[config.mk]
export PLATFORM = sky130hd
export DESIGN_NAME = tcm_port_arbiter
export DESIGN_NICKNAME = d
export VERILOG_FILES = /design/src/rtl/tcm_port_arbiter.sv
export SDC_FILE = /design/constraint.sdc
export NUM_CORES = 1
export LEC_CHECK = 0
export ABC_AREA = 1
export BUFFER_PORTS_ARGS = -buffer_cell sky130_fd_sc_hd__buf_4
export CELL_PAD_IN_SITES_DETAIL_PLACEMENT = 1
export CELL_PAD_IN_SITES_GLOBAL_PLACEMENT = 2
export CORE_ASPECT_RATIO = 0.7
export CORE_UTILIZATION = 10
export DETAILED_ROUTE_END_ITERATION = 7
export GPL_TIMING_DRIVEN = 0
export PLACE_DENSITY = 0.92
export SYNTH_ARGS = -nofsm -noshare
export SYNTH_HDL_FRONTEND = slang
export SYNTH_SLANG_ARGS = --single-unit
[constraint.sdc]
create_clock -name clk_i -period 3.3 [get_ports clk_i]
set_input_delay 0.495 -clock clk_i [delete_from_list [all_inputs] [get_ports clk_i]]
set_output_delay 0.495 -clock clk_i [all_outputs]
set_load 0.02 [all_outputs]
[src/rtl/tcm_port_arbiter.sv]
// Two-master arbiter onto one single-port TCM SRAM, with atomic lock.
// Define TCM_ARB_RR_EN for round-robin on collisions (fixed m0 priority otherwise).
module tcm_port_arbiter #(
  parameter int DATA_WIDTH = 32,
  parameter int ADDRW      = 10,
  localparam int BEW       = DATA_WIDTH / 8
) (
  input  logic                  clk_i,
  input  logic                  rst_ni,
  input  logic                  m0_req_i,
  input  logic                  m0_we_i,
  input  logic [BEW-1:0]        m0_be_i,
  input  logic [ADDRW-1:0]      m0_addr_i,
  input  logic [DATA_WIDTH-1:0] m0_data_i,
  input  logic                  m0_lock_i,
  output logic                  m0_gnt_o,
  output logic [DATA_WIDTH-1:0] m0_data_o,
  output logic                  m0_rvalid_o,
  input  logic                  m1_req_i,
  input  logic                  m1_we_i,
  input  logic [BEW-1:0]        m1_be_i,
  input  logic [ADDRW-1:0]      m1_addr_i,
  input  logic [DATA_WIDTH-1:0] m1_data_i,
  input  logic                  m1_lock_i,
  output logic                  m1_gnt_o,
  output logic [DATA_WIDTH-1:0] m1_data_o,
  output logic                  m1_rvalid_o,
  output logic                  sram_en_o,
  output logic                  sram_we_o,
  output logic [BEW-1:0]        sram_be_o,
  output logic [ADDRW-1:0]      sram_addr_o,
  output logic [DATA_WIDTH-1:0] sram_data_o,
  input  logic [DATA_WIDTH-1:0] sram_data_i,
  input  logic                  sram_ready_i
);

  typedef enum logic [1:0] {
    IDLE  = 2'd0,
    LOCK0 = 2'd1,
    LOCK1 = 2'd2
  } lock_e;

  lock_e state;
  logic  last;
  logic  owner;
  logic  owner_vld;
  logic  win1;
  logic  g0;
  logic  g1;

`ifdef TCM_ARB_RR_EN
  assign win1 = ~last;
`else
  // Pointer is still tracked, but fixed priority never consults it.
  assign win1 = 1'b0 & ~last;
`endif

  always_comb begin
    g0 = 1'b0;
    g1 = 1'b0;
    if (rst_ni) begin
      unique case (state)
        IDLE: begin
          g0 = m0_req_i & ~(m1_req_i & win1);
          g1 = m1_req_i & (~m0_req_i | win1);
        end
        LOCK0: g0 = m0_req_i;
        LOCK1: g1 = m1_req_i;
        default: ;
      endcase
    end
  end

  assign m0_gnt_o    = g0;
  assign m1_gnt_o    = g1;
  assign sram_en_o   = g0 | g1;
  assign sram_we_o   = (g0 & m0_we_i) | (g1 & m1_we_i);
  assign sram_be_o   = g1 ? m1_be_i : (g0 ? m0_be_i : '0);
  assign sram_addr_o = g1 ? m1_addr_i : m0_addr_i;
  assign sram_data_o = g1 ? m1_data_i : m0_data_i;

  assign m0_rvalid_o = sram_ready_i & owner_vld & ~owner;
  assign m1_rvalid_o = sram_ready_i & owner_vld & owner;
  assign m0_data_o   = rst_ni ? sram_data_i : '0;
  assign m1_data_o   = rst_ni ? sram_data_i : '0;

  always_ff @(posedge clk_i or negedge rst_ni) begin
    if (!rst_ni) begin
      state     <= IDLE;
      last      <= 1'b1;
      owner     <= 1'b0;
      owner_vld <= 1'b0;
    end else begin
      owner_vld <= g0 | g1;
      if (g0 | g1) begin
        owner <= g1;
        last  <= g1;
      end
      unique case (state)
        IDLE: begin
          if (g0 & m0_lock_i)      state <= LOCK0;
          else if (g1 & m1_lock_i) state <= LOCK1;
        end
        LOCK0: if (!m0_req_i || !m0_lock_i) state <= IDLE;
        LOCK1: if (!m1_req_i || !m1_lock_i) state <= IDLE;
        default: state <= IDLE;
      endcase
    end
  end

endmodule

==> reports/results.tsv <==
stage	metric	value	unit
outcome	status	completed	
floorplan	initial core utilization	0.105	
timing	Pins Over Slew Limit	0	
timing	Final period util	0.680	
placed_design	GPL Wtd Cong	0.760	
global_routing	first-pass GRT wire length	12100	um
setup_path	Worst Setup End Kind	output port	
global_routing	vias in the first global route	2537	
finish	share of cells above drive strength 1	0.552	
synth	syn avg cell area	4.67	um^2
placed_design	Post-DP Area	3390	um^2
pwr	peak supply drop	0.0000851	V
setup_path	CP startpoint kind	primary input	
setup_path	Crit path largest cell delay	0.40	ns
run	max cap viols	0	
clocking	Clock Tree Buf Depth	2	
timing	Slew @ Worst Pin	0.469	ns
setup_path	Buf/Inv on CP	4	
synth	sequential area share after synthesis	0.0758	
placed_design	IO Port Bufs	248	
worst_hold_path	Hold WC Path Type	primary input to asynchronous set/reset pin	
clocking	CTS sink count	4	
pwr	Reg power frac	0.073	
setup_path	Reg2Reg Depth	5	
setup_path	CP Depth	7	
timing	# setup viols final	0	
synth	synthesized area	1320	um^2
clocking	H-tree levels	1	
drt	Routed WL	8050	um
pwr	clock share of power	0.244	
setup_path	Worst R2R Start	state[1]	
clocking	Clk Latency, worst-skew pair	0.22	ns
drt	drt first-iter violations	41	
pwr	Static Leakage	2.31	nW
floorplan	I/O pin count	249	
setup_path	worst setup path endpoint	sram_data_o[13]	
timing	setup ws final	1.06	ns
clocking	Clk pin slew, worst setup/hold paths	0.03	ns
finish	# diodes	0	
clocking	CTS Buf Count	3	
drt	total number of vias	2507	
drt	number of remaining DRC errors	0	
finish	Fillers	1675	
setup_path	CP Data Required Time	2.80	ns
drt	Pre-antenna DRT Iters	4	
clocking	post-CTS setup buffers	0	
clocking	CTS tree	done	
clocking	clock root cell	clkbuf_16	
timing	setup TNS	0	ns
pwr	switching fraction of total power	0.384	
setup_path	Largest delay share family, worst path	buffers and inverters	
setup_path	WP data arrival	1.75	ns
drt	post-DR vias/cell	3.60	
timing	Tmin final	2.24	ns
floorplan	core area	12600	um^2
global_routing	largest net degree at the start of global routing	11	
floorplan	Die Span X	139	um
finish	Area Growth Syn to Fin	162	%
global_routing	gr ovfl total	0	
global_routing	Total GRT Usage	0.108	
finish	Final nets	669	
pwr	PwrDens	223	nW/um^2
finish	Post-Route Utilization	0.274	
floorplan	die area	13700	um^2
placed_design	final HPWL from detailed placement	7350	um
clocking	Post-CTS Hold Buffers	0	
drt	per-cell routed wire length	11.6	um
setup_path	Crit Path Max Fanout	10	
global_routing	initial antenna violation count	0	
synth	Yosys cell types	18	
timing	Achievable Freq	446	MHz
pwr	logic gate share of total power	0.684	
timing	Hold Vio Cnt, Final	0	
drt	Routed Antenna Nets	0	
timing	Setup Skew	0.00252	ns
placed_design	Placement Setup Slack	0.965	ns
setup_path	critical path class	primary input to output port	
timing	Slew HR	0.688	
synth	#FFs+latches synth	4	
floorplan	Die Height	98.2	um
finish	Final Cell Area	3460	um^2
synth	Syn. warnings	0	
floorplan	Cell Rows	34	
pwr	Switching Power	0.296	mW
setup_path	R2R Path End	owner	
synth	Mapped Cells	283	
pwr	Internal	0.476	mW
synth	Mapped Nets	416	
setup_path	slack of the worst reg-to-reg path	2.10	ns
timing	RSZ-0062 raised after global routing	no	
setup_path	crit-path cells	buf_4 -> buf_2 -> nand3_4 -> clkbuf_1 -> nand2_1 -> nand2_1 -> buf_4	
setup_path	Slowest cell on crit path	clkbuf_1	
setup_path	CP startpoint	rst_ni	
clocking	post-CTS resize count	0	
==> power groups by stage <==
stage	Clock (mW)	Sequential, mW	Combinational (mW)
after floorplan	0	0.0559	0.242
after global placement	0	0.0563	0.522
after detailed placement	0	0.0568	0.534
after CTS	0.192	0.0562	0.536
after global routing	0.200	0.0568	0.565
final	0.188	0.0560	0.527
==> sequential cells by signal (all words and copies together), names as in the netlist <==
signal	flops
owner	1
owner_vld	1
state	2
==> metal layers <==
layer / GRT usage / wire length, um / vias up
li1: - / - / 1273
met5: 0 / 0 / -
met4: 0.0154 / 19 / 0
met1: 0.133 / 3320 / 1123
met3: 0.0162 / 600 / 2
met2: 0.200 / 4110 / 109
==> metrics by stage <==
step,hold slack [ns],power [mW],cells
2_1_floorplan,0.199,0.298,283
3_3_place_gp,0.295,0.579,693
3_5_place_dp,0.302,0.591,693
4_1_cts,0.0681,0.784,696
5_1_grt,0.0682,0.822,696
6_report,0.0678,0.771,696
==> layout make-up <==
type | instances | area, um^2 | area share
timing repair buffer | 248 | 1860 | 0.538
multi-input combinational | 192 | 747 | 0.216
buffer | 45 | 317 | 0.0915
tap | 162 | 203 | 0.0586
inverter | 42 | 158 | 0.0456
sequential | 4 | 100 | 0.0289
clock buffer | 3 | 75.1 | 0.0217
==> Yosys cell counts (all sizes together) <==
cell type,n,share of area
clkinv,1,0.0028
nor3,2,0.0076
dfrtp,4,0.076
buf,42,0.23
clkbuf,3,0.0085
nand3,2,0.017
nor2,5,0.016
o22ai,1,0.0047
nand2,181,0.52
inv,41,0.12
o21ai,1,0.0038
==> worst reg2reg max path, cell delays in order, from the launching register on <==
cell and delay [ns]:
dfrtp_1 0.38, inv_2 0.06, nand2_2 0.07, nand3_4 0.17, buf_2 0.25, o21ai_0 0.13
==> layout by cell type, fill, tap and decap left out <==
cell / synthesis / final
clkbuf_1: 3 / 3
o21ai_0: 1 / 1
nand3_1: 1 / 1
inv_1: 39 / 39
o22ai_1: 1 / 1
inv_2: 2 / 2
nor2_2: 1 / 1
clkinv_1: 1 / 1
nand3_4: 1 / 1
nand2_1: 180 / 180
buf_4: 32 / 280
nor2_1: 4 / 4
clkbuf_16: 0 / 3
buf_2: 4 / 4
buf_6: 3 / 3
buf_1: 3 / 3
dfrtp_1: 4 / 4
nand2_2: 1 / 1
nor3_1: 2 / 2
==> worst min-delay path by stage <==
stage	endpoint	cells after the start	from	slack, ns
5_1_grt	state[1]	1	rst_ni	0.07
4_1_cts	state[1]	1	rst_ni	0.07
3_5_place_dp	state[1]	1	rst_ni	0.30
6_report	state[1]	1	rst_ni	0.07
2_1_floorplan	owner	0	rst_ni	0.20
3_3_place_gp	owner	1	rst_ni	0.30
==> kinds of logic after synthesis <==
logic type / synth area share
flops: 0.0758
simple gates: 0.557
buf+inv: 0.359
compound gates: 0.00852
No activity file was read; power rests on OpenSTA's default activity.
